<file path="config.mk">
export PLATFORM = sky130hd
export DESIGN_NAME = ps2_mouse_ctrl
export DESIGN_NICKNAME = d
export VERILOG_FILES = /design/src/rtl/ps2_mouse_ctrl.sv
export SDC_FILE = /design/constraint.sdc
export NUM_CORES = 1
export LEC_CHECK = 0
export CAP_MARGIN = 30
export CORE_ASPECT_RATIO = 0.8
export CORE_MARGIN = 3
export CORE_UTILIZATION = 49
export CTS_CLUSTER_DIAMETER = 60
export DETAILED_ROUTE_END_ITERATION = 10
export GPL_TIMING_DRIVEN = 0
export PLACE_DENSITY = 0.87
export SYNTH_ARGS = -nofsm -noshare
export SYNTH_HDL_FRONTEND = slang
export SYNTH_SLANG_ARGS = --single-unit
</file>
<file path="constraint.sdc">
create_clock -name clk -period 2.06 [get_ports clk]
set_input_delay 0.412 -clock clk [delete_from_list [all_inputs] [get_ports clk]]
set_output_delay 0.412 -clock clk [all_outputs]
set_load 0.03 [all_outputs]
</file>
<file path="src/rtl/ps2_mouse_ctrl.sv">
// Stream-mode PS/2 mouse sequencer: enables reporting with retries, then assembles
// 3-byte movement packets into 9-bit signed X/Y deltas, buttons and overflow flags.
module ps2_mouse_ctrl #(
   parameter logic [7:0]  CMD_EN    = 8'hF4,
   parameter logic [7:0]  ACK_BYTE  = 8'hFA,
   parameter int unsigned ACK_TO    = 2_500_000,
   parameter int unsigned BYTE_TO   = 100_000,
   parameter int unsigned RETRY_MAX = 3
) (
   input  logic       clk,
   input  logic       reset,
   input  logic [7:0] rx_data,
   input  logic       rx_done_tick,
   input  logic       tx_done_tick,
   output logic       wr_ps2,
   output logic [7:0] tx_data,
   output logic [8:0] xm,
   output logic [8:0] ym,
   output logic [2:0] btnm,
   output logic [1:0] ovf,
   output logic       m_done_tick,
   output logic       init_done,
   output logic       err
);

   localparam int unsigned TMAX = (ACK_TO > BYTE_TO) ? ACK_TO : BYTE_TO;
   localparam int unsigned TW   = (TMAX > 2) ? $clog2(TMAX) : 1;

   localparam logic [TW-1:0] ACK_LAST  = TW'(ACK_TO - 1);
   localparam logic [TW-1:0] BYTE_LAST = TW'(BYTE_TO - 1);
   localparam logic [3:0]    RETRY_LIM = 4'(RETRY_MAX);

   localparam logic [2:0] SEND     = 3'd0;
   localparam logic [2:0] WAIT_TX  = 3'd1;
   localparam logic [2:0] WAIT_ACK = 3'd2;
   localparam logic [2:0] PKT1     = 3'd3;
   localparam logic [2:0] PKT2     = 3'd4;
   localparam logic [2:0] PKT3     = 3'd5;
   localparam logic [2:0] DONE     = 3'd6;
   localparam logic [2:0] ERR      = 3'd7;

   logic [2:0]    state_q, state_d;
   logic [3:0]    retry_q, retry_d;
   logic [TW-1:0] timer_q, timer_d;
   // Only the header fields the outputs need are kept from byte 1.
   logic          sx_q, sx_d, sy_q, sy_d;
   logic [1:0]    hovf_q, hovf_d;
   logic [2:0]    hbtn_q, hbtn_d;
   logic [7:0]    b2_q, b2_d;
   logic          ack_ok, pkt_upd, counting;

   assign tx_data = CMD_EN;

   always_comb begin
      state_d = state_q;
      retry_d = retry_q;
      sx_d    = sx_q;
      sy_d    = sy_q;
      hovf_d  = hovf_q;
      hbtn_d  = hbtn_q;
      b2_d    = b2_q;
      ack_ok  = 1'b0;
      pkt_upd = 1'b0;
      unique case (state_q)
         SEND:    state_d = WAIT_TX;
         WAIT_TX: if (tx_done_tick) state_d = WAIT_ACK;
         WAIT_ACK: begin
            if (rx_done_tick && rx_data == ACK_BYTE) begin
               ack_ok  = 1'b1;
               state_d = PKT1;
            end else if (rx_done_tick || timer_q == ACK_LAST) begin
               retry_d = retry_q + 4'd1;
               state_d = (retry_d == RETRY_LIM) ? ERR : SEND;
            end
         end
         PKT1: begin
            // Bit 3 of a header byte is always set; anything else is out of sync.
            if (rx_done_tick && rx_data[3]) begin
               hovf_d  = rx_data[7:6];
               sy_d    = rx_data[5];
               sx_d    = rx_data[4];
               hbtn_d  = rx_data[2:0];
               state_d = PKT2;
            end
         end
         PKT2: begin
            if (rx_done_tick) begin
               b2_d    = rx_data;
               state_d = PKT3;
            end else if (timer_q == BYTE_LAST) begin
               state_d = PKT1;
            end
         end
         PKT3: begin
            if (rx_done_tick) begin
               pkt_upd = 1'b1;
               state_d = DONE;
            end else if (timer_q == BYTE_LAST) begin
               state_d = PKT1;
            end
         end
         DONE:    state_d = PKT1;
         ERR:     state_d = ERR;
         default: state_d = SEND;
      endcase
   end

   assign counting = (state_q == WAIT_ACK) || (state_q == PKT2) || (state_q == PKT3);

   always_comb begin
      timer_d = timer_q + 1'b1;
      if (state_d != state_q || rx_done_tick || !counting) timer_d = '0;
   end

   always_ff @(posedge clk or posedge reset) begin
      if (reset) begin
         state_q     <= SEND;
         retry_q     <= 4'd0;
         timer_q     <= '0;
         sx_q        <= 1'b0;
         sy_q        <= 1'b0;
         hovf_q      <= 2'b00;
         hbtn_q      <= 3'b000;
         b2_q        <= 8'h00;
         wr_ps2      <= 1'b0;
         xm          <= 9'd0;
         ym          <= 9'd0;
         btnm        <= 3'b000;
         ovf         <= 2'b00;
         m_done_tick <= 1'b0;
         init_done   <= 1'b0;
         err         <= 1'b0;
      end else begin
         state_q     <= state_d;
         retry_q     <= retry_d;
         timer_q     <= timer_d;
         sx_q        <= sx_d;
         sy_q        <= sy_d;
         hovf_q      <= hovf_d;
         hbtn_q      <= hbtn_d;
         b2_q        <= b2_d;
         wr_ps2      <= (state_q == SEND);
         m_done_tick <= pkt_upd;
         if (pkt_upd) begin
            xm   <= {sx_q, b2_q};
            ym   <= {sy_q, rx_data};
            btnm <= hbtn_q;
            ovf  <= hovf_q;
         end
         if (ack_ok) init_done <= 1'b1;
         if (state_d == ERR) err <= 1'b1;
      end
   end

endmodule

</file>
Word level (Yosys, flattened, before mapping)
Cells that the tools add are included. Widths: inputs -> output; s select.

Flip-flop bits (word level): 71. Input bits: 12. Output and inout port bits: 35.

Add/sub/neg operators: 2. Equal/unequal tests: 13. Multiplexer cells: 14. Bitwise gates (word level): 1. Reductions and logical operators: 12.

Operators by type and width (number): $mux 3 (8); $pmux 3 s8 (1); $add 22x1->22 const B (1); $eq 22x17->1 const B (1); $eq 22x22->1 const B (1); $mux 22 (1); $eq 3x3->1 const B (5); $eq 8x8->1 const B (1); $eq 3x2->1 const B (2); $logic_or 1x1->1 (5); $add 4x1->4 const B (1); $eq 4x2->1 const B (1); $mux 1 (4); $reduce_and 2->1 (2); $eq 3x1->1 const B (1); $logic_not 3->1 (1); $ne 3x3->1 (1); $reduce_and 3->1 (1); $logic_and 1x1->1 (2); $logic_not 1->1 (1); $not 1->1 (1).

Depth between registers and ports, before layout
Gate-level depths: netlist of run 1.

Depth after elaboration: 10. Depth in mapped cells: 9. Gate-level depth less buffers: 8.

Least setup slack after synthesis of run 1
OpenSTA, ideal clock, no wires.

Path kind: register to register. Start: register timer_q[0]. End: register timer_q[21]. Setup time: 0.130 ns. Arrival: 2.039 ns. Required time: 1.930 ns. Setup slack: -0.109 ns. Stages on the path, launching flop included: 9. Period minus slack after synthesis: 2.169 ns. Cell sequence: dfrtp_1 ha_1 and4_1 nand3_1 or3_1 nor2b_1 a221oi_2 buf_6 nor3_1.

Cells in the longest elaborated chain, start to end: 9. Elaborated cells on any way between the ends: 14. Those cells by class: add/sub: 1; eq/ne: 3; mux: 7; reduce/logical: 3.

RTL lines: from (decl) (RTL line 44) `logic [TW-1:0] timer_q, timer_d;`; from (signal assigned) (RTL line 136) `timer_q <= timer_d;`; $eq 22x22->1 (RTL line 71) `end else if (rx_done_tick || timer_q == ACK_LAST) begin`; $logic_or 1x1->1 (RTL line 71); $mux 3 (RTL line 71); $mux 3 (RTL line 68) `if (rx_done_tick && rx_data == ACK_BYTE) begin`; $pmux 3 s8 (RTL line 64) `unique case (state_q)`; $ne 3x3->1 (RTL line 112) `if (state_d != state_q || rx_done_tick || !counting) timer_d = '0;`; $logic_or 1x1->1 (2 in a row) (RTL line 112); $mux 22 (*) (RTL line 112); named net timer_d[21] (RTL line 44).

Mark *: on every way through the listed nets, which the timed path passes. The rest lies on a longest branch. A chain may end at the register's enable or synchronous reset.

Final worst setup path of run 1
Start: register timer_q[0]. End: register timer_q[5].

The elaborated chain is that of the path after synthesis.

==> impl_metrics.py, run 1 <==
metrics = {
    "placed_design": {
        "gp_congestion": 0.920,
        "pre_cts_slack_ns": -0.633,
        "portBuffers": 37,
        "dp_cells": 463,
        "dp_hpwl_um": 5000,
        "place_area_um2": 3820,
    },
    "detailed_routing": {
        "via_per_inst": 5.58,
        "drt_iter0_drc": 214,
        "drc": 0,
        "detail-route-antenna-nets": 0,
        "dr.pass1.iters": 5,
        "drt_wl_total_um": 8390,
        "vias": 2784,
        "wire_per_inst_um": 16.8,
    },
    "hold_path": {
        "holdPathEnd": "xm[7]",
        "holdPathStages": 2,
        "min_path_type": "reg -> reg",
        "min_from": "b2_q[7]",
    },
    "setup_path": {
        "critPathLaunchType": "flip-flop",
        "critPathRequiredTime_ns": 2.28,
        "rrSetupSlack_ns": -0.21,
        "r2r_start": "timer_q[0]",
        "worstPathArrival_ns": 2.49,
        "reg2reg_depth": 9,
        "path_max_fanout": 5,
        "crit_type": "reg -> reg",
        "r2r_end": "timer_q[5]",
        "cp-end-kind": "flip-flop",
    },
    "sta": {
        "clock_skew_ns": 0.0146,
        "fin_crit_sh_pct": 110,
        "rsz0062_at_grt": "yes",
        "maxSlewViolCount": 0,
        "fmax_mhz": 441,
        "relSlewSlack_pct": 52.6,
        "hold_viol_final": 0,
        "finalSetupViolCount": 25,
        "setup_slack_ns": -0.207,
        "min_period_ns": 2.27,
        "tightest_slew_ns": 0.708,
    },
    "yosys": {
        "synth_compound_area_share_pct": 4.12,
        "syn_inst": 334,
        "synth_cell_types": 45,
        "ys_ff_latch": 71,
        "yosysMostFrequentCell": "nand2_1",
        "synth_commonest_cells": "87 x nand2_1, 71 x dfrtp_1, 26 x nor2_1",
        "synth_largest_area_cell": "dfrtp_1",
        "synth_edf_count": 0,
        "netlist_area_um2": 3280,
        "synth_top_family_by_area": "simple AND/OR/NAND/NOR gates",
        "yosys.area_share.simple_pct": 24.1,
        "yosys_warnings": 0,
        "synth_top_area_share_pct": 54.2,
        "synth-xor-area-share_pct": 6.41,
        "seq_area_frac_synth_pct": 54.2,
        "ys.flop_type": "dfrtp_1",
        "avgSynthCellArea_um2": 9.82,
        "synthTopCellsByArea": "dfrtp_1 54%, nand2_1 10%, mux2_2 5.2%",
        "synthAdderAreaFrac_pct": 1.14,
        "synthArstFlopShare_pct": 100,
        "synthMuxAreaShare_pct": 5.46,
    },
    "clocking": {
        "h-tree-depth": 3,
        "cts_tree": "done",
        "clock_latency_ns": 0.35,
        "cts_buffers": 9,
        "hold_buffers": 0,
        "clock_sinks": 71,
        "clkSlewWorstSetupHoldPaths_ns": 0.08,
        "cts.path.max_buffers": 2,
        "root_buffer": "clkbuf_8",
    },
    "global_routing": {
        "met3_usage_pct": 5.27,
        "use_met1_pct": 27.1,
        "grt_max_degree": 46,
        "grt.busiest_layer": "met2",
        "grt_pass1_vias": 2734,
        "track_usage_pct": 21.1,
        "antenna_found_initial": 0,
        "grt.met2_usage_pct": 34.8,
        "grt_pass1_wl_um": 13000,
        "grt.overflow.total": 0,
    },
    "floorplan": {
        "ios": 47,
        "initial_core_util_pct": 50.9,
        "dieArea_um2": 7720,
        "dieHeight_um": 79.2,
        "coreArea_um2": 6440,
        "die_width_um": 97.5,
        "rows": 26,
    },
    "power": {
        "switchingPower_w": 0.00223,
        "power.total_w": 0.00583,
        "power.share.switching_pct": 38.2,
        "pwr-share-seq_pct": 36.0,
        "clockPowerShare_pct": 20.8,
        "p_int_w": 0.00360,
        "power-per-cell-area_nw_per_um2": 1320,
        "peakVddDrop_mv": 0.920,
        "combPwrFrac_pct": 43.2,
        "p_leak_nw": 1.94,
    },
    "final_layout": {
        "stdcell_area_um2": 4410,
        "area_growth_pct": 34.5,
        "antenna_cells": 0,
        "final_layout_size_suffix_gt1_share_pct": 25.5,
        "stdcell_count": 499,
        "fill_cells": 408,
        "final_util_pct": 68.5,
        "finish.net_count": 425,
    },
    "status": {
        "failed_checks": "setup timing",
        "status": "complete, but fails checks",
    },
    "run": {
        "maxCapViolCount": 0,
    },
}
==> layer usage <==
metal	wire length, um	up-vias
li1	-	1258
met1	3470	1363
met2	4120	134
met3	580	29
met4	224	0
met5	0	-
==> sequential cells by signal (all words and copies together), names as in the netlist <==
register     cells
sx_q             1
err              1
state_q          3
hovf_q           2
wr_ps2           1
sy_q             1
hbtn_q           3
xm               9
btnm             3
m_done_tick      1
ym               9
timer_q         22
b2_q             8
retry_q          4
init_done        1
ovf              2
==> stage by stage <==
stage | hold slack (ns) | TNS (ns)
2_1_floorplan | 0.435 | -0.511
4_1_cts | 0.474 | -3.46
3_3_place_gp | 0.442 | -14.42
6_report | 0.477 | -3.39
5_1_grt | 0.516 | -5.23
3_5_place_dp | 0.460 | -14.41
==> power groups by stage <==
stage | combinational [W] | clock (W) | sequential [W]
after floorplan | 0.000938 | 0 | 0.00251
after global placement | 0.00205 | 0 | 0.00209
after detailed placement | 0.00212 | 0 | 0.00212
after CTS | 0.00233 | 0.00123 | 0.00209
after global routing | 0.00267 | 0.00129 | 0.00215
final | 0.00252 | 0.00121 | 0.00210
==> worst max-delay path: stages (launching register included) <==
cell      delay (ns)
dfrtp_1         0.41
ha_4            0.15
and4_4          0.24
nand2_2         0.09
o41a_1          0.45
o221a_1         0.27
a221oi_2        0.18
buf_4           0.18
buf_6           0.12
nor3_1          0.05
==> cells in the final DEF (no fill, tap or decap), types with 3 or more instances in the layout <==
cell,count
buf_4,25
nor2_1,17
clkinvlp_4,3
mux2_2,15
buf_6,6
clkdlybuf4s50_1,37
nor3_2,3
nand4_1,7
nor2_2,5
dfrtp_1,69
nor2_4,4
clkbuf_8,9
inv_1,6
clkbuf_1,5
buf_2,3
o21ai_0,3
nand2_1,85
and3_1,3
or3_1,4
xnor2_1,12
nand3_1,7
conb_1,8
nor3_1,13
xor2_1,12
==> what timing repair did <==
action / 4_1_cts / 5_1_grt
hold endpoints to repair: 0 / 0
pin swaps: 4 / 15
setup buffers: 7 / 11
resized for setup: 20 / 36
endpoints found under the setup margin: 48 / 38
cloned: 2 / 1
==> how the worst max path moves through the flow <==
| stage | start | to | cells after the start |
|---|---|---|---|
| 5_1_grt | timer_q[6] | timer_q[13] | 8 |
| 4_1_cts | timer_q[15] | timer_q[7] | 7 |
| 3_3_place_gp | rx_data[6] | timer_q[21] | 8 |
| 3_5_place_dp | rx_data[6] | timer_q[3] | 8 |
| 2_1_floorplan | timer_q[9] | timer_q[21] | 6 |
| 6_report | timer_q[0] | timer_q[5] | 9 |
==> logic make-up (layout without fill, tap and decap cells) <==
family | count (synthesis) | count (layout)
other | 2 | 8
buffers and inverters | 27 | 102
muxes | 16 | 16
adders and majority gates | 3 | 3
and+or+nand+nor | 173 | 173
xor gates and xnor gates | 24 | 24
AOI/OAI and AO/OA | 18 | 18
DFF | 71 | 71
==> area by class of cell <==
class | instances | area, um^2 | share of cell area (%)
sequential | 71 | 1780 | 40.3
multi-input combinational | 242 | 1590 | 36.0
timing repair buffer | 60 | 568 | 12.9
clock buffer | 9 | 124 | 2.81
buffer | 19 | 121 | 2.75
tap | 84 | 105 | 2.38
clock inverter | 7 | 97.6 | 2.21
inverter | 7 | 30.0 | 0.681
Power figures use the tool's default switching activity.
==> inputs of run 2 (changes only) <==
Settings changed: SLEW_MARGIN from default to 20.
==> run 2 against run 1 <==
  * The run still ends with setup timing left
  * Register-to-register slack got worse by 0.05 ns
  * Combinational power decreased by 2%
  * Clock power decreased by 9%
  * Total power decreased by 2.9%
  * First-iteration DRC count decreased by 7.5%
  * Clock skew decreased by 0.0010 ns
  * Critical path depth decreased by 2
  * Via count decreased by 1.3%
  * Hold slack got worse by 0.062 ns
  * Flip-flop and latch count unchanged
  * Design area decreased by 2.5%
  * Critical path type unchanged
  * Count of clock-buffer cells in the layout unchanged
==> impl_metrics.py, run 2 (synthesis results as in run 1) <==
metrics = {
    "floorplan": {
        "rows": 26,
        "die_width_um": 97.5,
        "dieHeight_um": 79.2,
        "initial_core_util_pct": 50.9,
        "dieArea_um2": 7720,
        "ios": 47,
        "coreArea_um2": 6440,
    },
    "power": {
        "pwr-share-seq_pct": 37.1,
        "p_leak_nw": 1.88,
        "clockPowerShare_pct": 19.5,
        "power.share.switching_pct": 39.4,
        "power-per-cell-area_nw_per_um2": 1320,
        "switchingPower_w": 0.00223,
        "combPwrFrac_pct": 43.4,
        "peakVddDrop_mv": 0.982,
        "p_int_w": 0.00343,
    },
    "clocking": {
        "h-tree-depth": 3,
        "root_buffer": "clkbuf_8",
        "cts_buffers": 9,
        "clock_sinks": 71,
        "cts_tree": "done",
        "hold_buffers": 0,
        "clock_latency_ns": 0.35,
        "cts.path.max_buffers": 2,
        "clkSlewWorstSetupHoldPaths_ns": 0.08,
    },
    "detailed_routing": {
        "via_per_inst": 5.56,
        "dr.pass1.iters": 5,
        "drt_iter0_drc": 198,
        "drt_wl_total_um": 8330,
        "detail-route-antenna-nets": 0,
        "wire_per_inst_um": 16.9,
        "vias": 2747,
        "drc": 0,
    },
    "placed_design": {
        "place_area_um2": 3850,
        "pre_cts_slack_ns": -0.691,
        "gp_congestion": 0.920,
        "portBuffers": 37,
        "dp_cells": 463,
        "dp_hpwl_um": 5150,
    },
    "final_layout": {
        "top_register": "timer_q",
        "stdcell_count": 494,
        "finish.net_count": 420,
        "final_util_pct": 66.8,
        "multiInputGateArea_um2": 1520,
        "largest_register_ffs": 22,
        "area_growth_pct": 31.2,
        "seq_area_um2": 1780,
        "fill_cells": 439,
        "stdcell_area_um2": 4300,
        "reg_top3": "timer_q: 22 flops, xm: 9 flops, ym: 9 flops",
        "final_layout_size_suffix_gt1_share_pct": 21.7,
        "antenna_cells": 0,
        "final_cell_mix": "85 x nand2_1, 69 x dfrtp_1, 37 x clkdlybuf4s50_1",
        "layout_commonest_cell": "nand2_1",
    },
    "sta": {
        "relSlewSlack_pct": 44.4,
        "finalSetupViolCount": 26,
        "maxSlewViolCount": 0,
        "rsz0062_at_grt": "yes",
        "clock_skew_ns": 0.0136,
        "setup_slack_ns": -0.260,
        "fin_crit_sh_pct": 113,
        "min_period_ns": 2.32,
        "hold_viol_final": 0,
        "fmax_mhz": 431,
        "tightest_slew_ns": 0.830,
    },
    "setup_path": {
        "reg2reg_depth": 7,
        "critPathLaunchType": "flip-flop",
        "cp-end-kind": "flip-flop",
        "crit_type": "reg -> reg",
        "rrSetupSlack_ns": -0.26,
        "critPathRequiredTime_ns": 2.29,
        "path_max_fanout": 5,
        "worstPathArrival_ns": 2.55,
    },
    "global_routing": {
        "grt_pass1_vias": 2812,
        "track_usage_pct": 22.0,
        "grt_max_degree": 34,
        "antenna_found_initial": 0,
        "grt.overflow.total": 0,
        "grt_pass1_wl_um": 13500,
    },
    "hold_path": {
        "min_path_type": "in -> async",
    },
    "status": {
        "failed_checks": "setup timing",
        "status": "complete, but fails checks",
    },
    "run": {
        "maxCapViolCount": 0,
    },
}
run 2: metrics by stage:
step | setup TNS (ns) | power (W) | hold WS (ns)
global route | -6.82 | 0.00594 | 0.443
CTS | -4.58 | 0.00556 | 0.421
finish | -4.35 | 0.00566 | 0.415
floorplan | -0.511 | 0.00345 | 0.435
detailed placement | -15.34 | 0.00425 | 0.452
global placement | -14.42 | 0.00414 | 0.442
run 2: layer usage:
metal  global-route usage, %  vias to the layer above  wire length [um]
met5                       0                        -                 0
met4                    10.7                        0               260
met3                    4.83                       33               549
met2                    35.8                      124              4130
met1                    28.2                     1344              3390
li1                        -                     1246                 -
run 2: cell type report:
| class | count | share of cell area (%) |
|---|---|---|
| plain buffers | 20 | 3.14 |
| well taps | 84 | 2.44 |
| inverters | 7 | 0.698 |
| clock buffers | 9 | 2.88 |
| repair buffers | 54 | 12.4 |
| multi-input cells | 242 | 35.3 |
| flip-flops and latches | 71 | 41.4 |
| clock inverters | 7 | 1.72 |
run 2: final timing paths:
check,to,start
setup / recovery,timer_q[5],timer_q[12]
setup reg to reg,timer_q[5],timer_q[12]
hold reg to reg,xm[6],b2_q[6]
max in group asynchronous,timer_q[5],reset
min in group clk,xm[6],b2_q[6]
hold / removal,wr_ps2,reset
run 2: worst max-delay path, cell delays in order, from the launching register on:
cell and delay, ns:
dfrtp_1 0.41, nor4_1 0.37, nand2_2 0.12, o41a_1 0.48, o221a_1 0.30, a221oi_4 0.28
buf_6 0.18, nor3_1 0.06
run 2: power by group through the flow:
| stage | Clock, W | Sequential, W | Combinational (W) |
|---|---|---|---|
| 6_report | 0.00110 | 0.00210 | 0.00246 |
| 4_1_cts | 0.00111 | 0.00209 | 0.00235 |
| 3_3_place_gp | 0 | 0.00209 | 0.00205 |
| 5_1_grt | 0.00118 | 0.00216 | 0.00261 |
| 3_5_place_dp | 0 | 0.00212 | 0.00213 |
| 2_1_floorplan | 0 | 0.00251 | 0.000938 |
run 2: what timing repair did:
item / in CTS / in global routing
pin swaps: 5 / 4
gates resized for setup: 20 / 15
setup endpoints to repair: 48 / 50
endpoints found under the hold margin: 0 / 0
setup buffers: 9 / 5
cloned: 1 / 0
==> inputs of run 3 (changes only) <==
Settings changed: PLACE_DENSITY 0.87 to 0.79.
==> run 3 against run 2 <==
  * The run still ends with setup timing left
  * Worst setup slack improved by 0.021 ns
  * Sequential power about the same
  * Global-route usage decreased by 0.61 points
  * Utilization increased by 1.9 points
  * Die area unchanged
==> impl_metrics.py, run 3 (synthesis results as in run 1) <==
metrics = {
    "final_layout": {
        "antenna_cells": 0,
        "stdcell_area_um2": 4430,
        "final_cell_mix": "85 x nand2_1, 69 x dfrtp_1, 37 x clkdlybuf4s50_1",
        "stdcell_count": 501,
        "largest_register_ffs": 22,
        "reg_top3": "timer_q: 22 flops, xm: 9 flops, ym: 9 flops",
        "top_register": "timer_q",
        "layout_commonest_cell": "nand2_1",
        "area_growth_pct": 35.0,
        "final_layout_size_suffix_gt1_share_pct": 24.0,
        "finish.net_count": 427,
        "fill_cells": 451,
    },
    "global_routing": {
        "track_usage_pct": 21.4,
        "grt_pass1_vias": 2735,
        "grt_max_degree": 30,
        "antenna_found_initial": 0,
        "grt.overflow.total": 0,
        "grt_pass1_wl_um": 13200,
    },
    "power": {
        "power.total_w": 0.00584,
        "pwr-share-seq_pct": 35.8,
        "p_leak_nw": 1.95,
        "peakVddDrop_mv": 0.780,
        "switchingPower_w": 0.00221,
        "clockPowerShare_pct": 21.8,
        "power-per-cell-area_nw_per_um2": 1320,
        "p_int_w": 0.00363,
        "power.share.switching_pct": 37.8,
        "combPwrFrac_pct": 42.4,
    },
    "sta": {
        "min_period_ns": 2.30,
        "hold-worst-slack_ns": 0.439,
        "clock_skew_ns": 0.0105,
        "maxSlewViolCount": 0,
        "hold_viol_final": 0,
        "fin_crit_sh_pct": 112,
        "fmax_mhz": 435,
        "fin_tns_setup_ns": -3.31,
        "setup_slack_ns": -0.239,
        "tightest_slew_ns": 0.748,
        "rsz0062_at_grt": "yes",
        "finalSetupViolCount": 24,
        "relSlewSlack_pct": 49.8,
    },
    "clocking": {
        "clock_sinks": 71,
        "hold_buffers": 0,
        "h-tree-depth": 3,
        "clkSlewWorstSetupHoldPaths_ns": 0.08,
        "cts_buffers": 9,
        "root_buffer": "clkbuf_8",
        "clock_latency_ns": 0.35,
        "cts_tree": "done",
        "cts.path.max_buffers": 2,
    },
    "floorplan": {
        "dieArea_um2": 7720,
        "die_width_um": 97.5,
        "ios": 47,
        "coreArea_um2": 6440,
        "initial_core_util_pct": 50.9,
        "rows": 26,
        "dieHeight_um": 79.2,
    },
    "detailed_routing": {
        "detail-route-antenna-nets": 0,
        "wire_per_inst_um": 15.7,
        "via_per_inst": 5.35,
        "drc": 0,
        "vias": 2682,
        "drt_iter0_drc": 154,
        "drt_wl_total_um": 7870,
        "dr.pass1.iters": 4,
    },
    "placed_design": {
        "dp_cells": 463,
        "portBuffers": 37,
        "gp_congestion": 0.894,
        "dp_hpwl_um": 5070,
        "place_area_um2": 3850,
    },
    "setup_path": {
        "path_max_fanout": 5,
        "cp-end-kind": "flip-flop",
        "crit_type": "reg -> reg",
        "critPathRequiredTime_ns": 2.29,
        "worstPathArrival_ns": 2.53,
        "critPathLaunchType": "flip-flop",
    },
    "hold_path": {
        "min_path_type": "in -> async",
    },
    "run": {
        "maxCapViolCount": 0,
    },
    "status": {
        "status": "complete, but fails checks",
        "failed_checks": "setup timing",
    },
}
## run 3: changes by cell type in the layout (fill, tap and decap cells not counted), moves of 2 or more
cell,before,now
clkbuf_2,2,0
buf_4,22,28
nor3_2,3,5
nor3_1,13,10
buf_2,1,3
clkinvlp_4,5,3
## run 3: path summary, 6_finish.rpt
check,from,to,slack [ns],cells past startpoint
max,timer_q[11],timer_q[18],-0.24,7
min,reset,init_done,0.44,2
max reg2reg,timer_q[11],timer_q[18],-0.24,7
min reg2reg,b2_q[2],xm[2],0.47,2
max in group asynchronous,reset,xm[6],0.93,4
min in group clk,b2_q[2],xm[2],0.47,2
## run 3: layout make-up
type | instances | area [um^2] | share of cell area [%]
inverters | 7 | 30.0 | 0.678
repair buffers | 61 | 591 | 13.3
clock buffers | 10 | 138 | 3.11
clock inverters | 6 | 92.6 | 2.09
well taps | 84 | 105 | 2.37
multi-input cells | 242 | 1560 | 35.2
plain buffers | 20 | 135 | 3.05
flip-flops and latches | 71 | 1780 | 40.2
## run 3: metal layers
layer / part of all wire, % / up-vias / global-route usage [%] / wire (um)
li1: - / 1256 / - / -
met1: 44 / 1344 / 27.3 / 3480
met2: 50 / 71 / 35.4 / 3920
met3: 4.6 / 11 / 5.53 / 361
met4: 1.4 / 0 / 7.75 / 108
met5: 0 / - / 0 / 0
## run 3: repair_timing
item | CTS | global route
pin swaps | 11 | 9
gates resized for setup | 27 | 20
setup buffers | 12 | 8
cloned | 2 | 0
endpoints found under the setup margin | 49 | 50
hold endpoints to repair | 0 | 0
## run 3: stage by stage
step | util (%) | worst slack (ns)
floorplan | - | -0.0544
detailed placement | 59.8 | -0.788
global route | 68.7 | -0.300
CTS | 66.8 | -0.249
finish | 68.7 | -0.239
global placement | 59.0 | -0.675
## run 3: worst max-delay path: stages (launching register included)
cell and delay (ns):
dfrtp_1 0.42, nor4b_4 0.34, nand2_2 0.13, o41a_1 0.47, o221a_1 0.29, a221oi_4 0.29, buf_6 0.19, nor3_1 0.07
## run 3: power by group through the flow
stage	Clock [W]	Combinational, W	Sequential [W]
after floorplan	0	0.000938	0.00251
after CTS	0.00130	0.00238	0.00209
after detailed placement	0	0.00213	0.00211
final	0.00127	0.00248	0.00209
after global placement	0	0.00206	0.00209
after global routing	0.00136	0.00266	0.00214
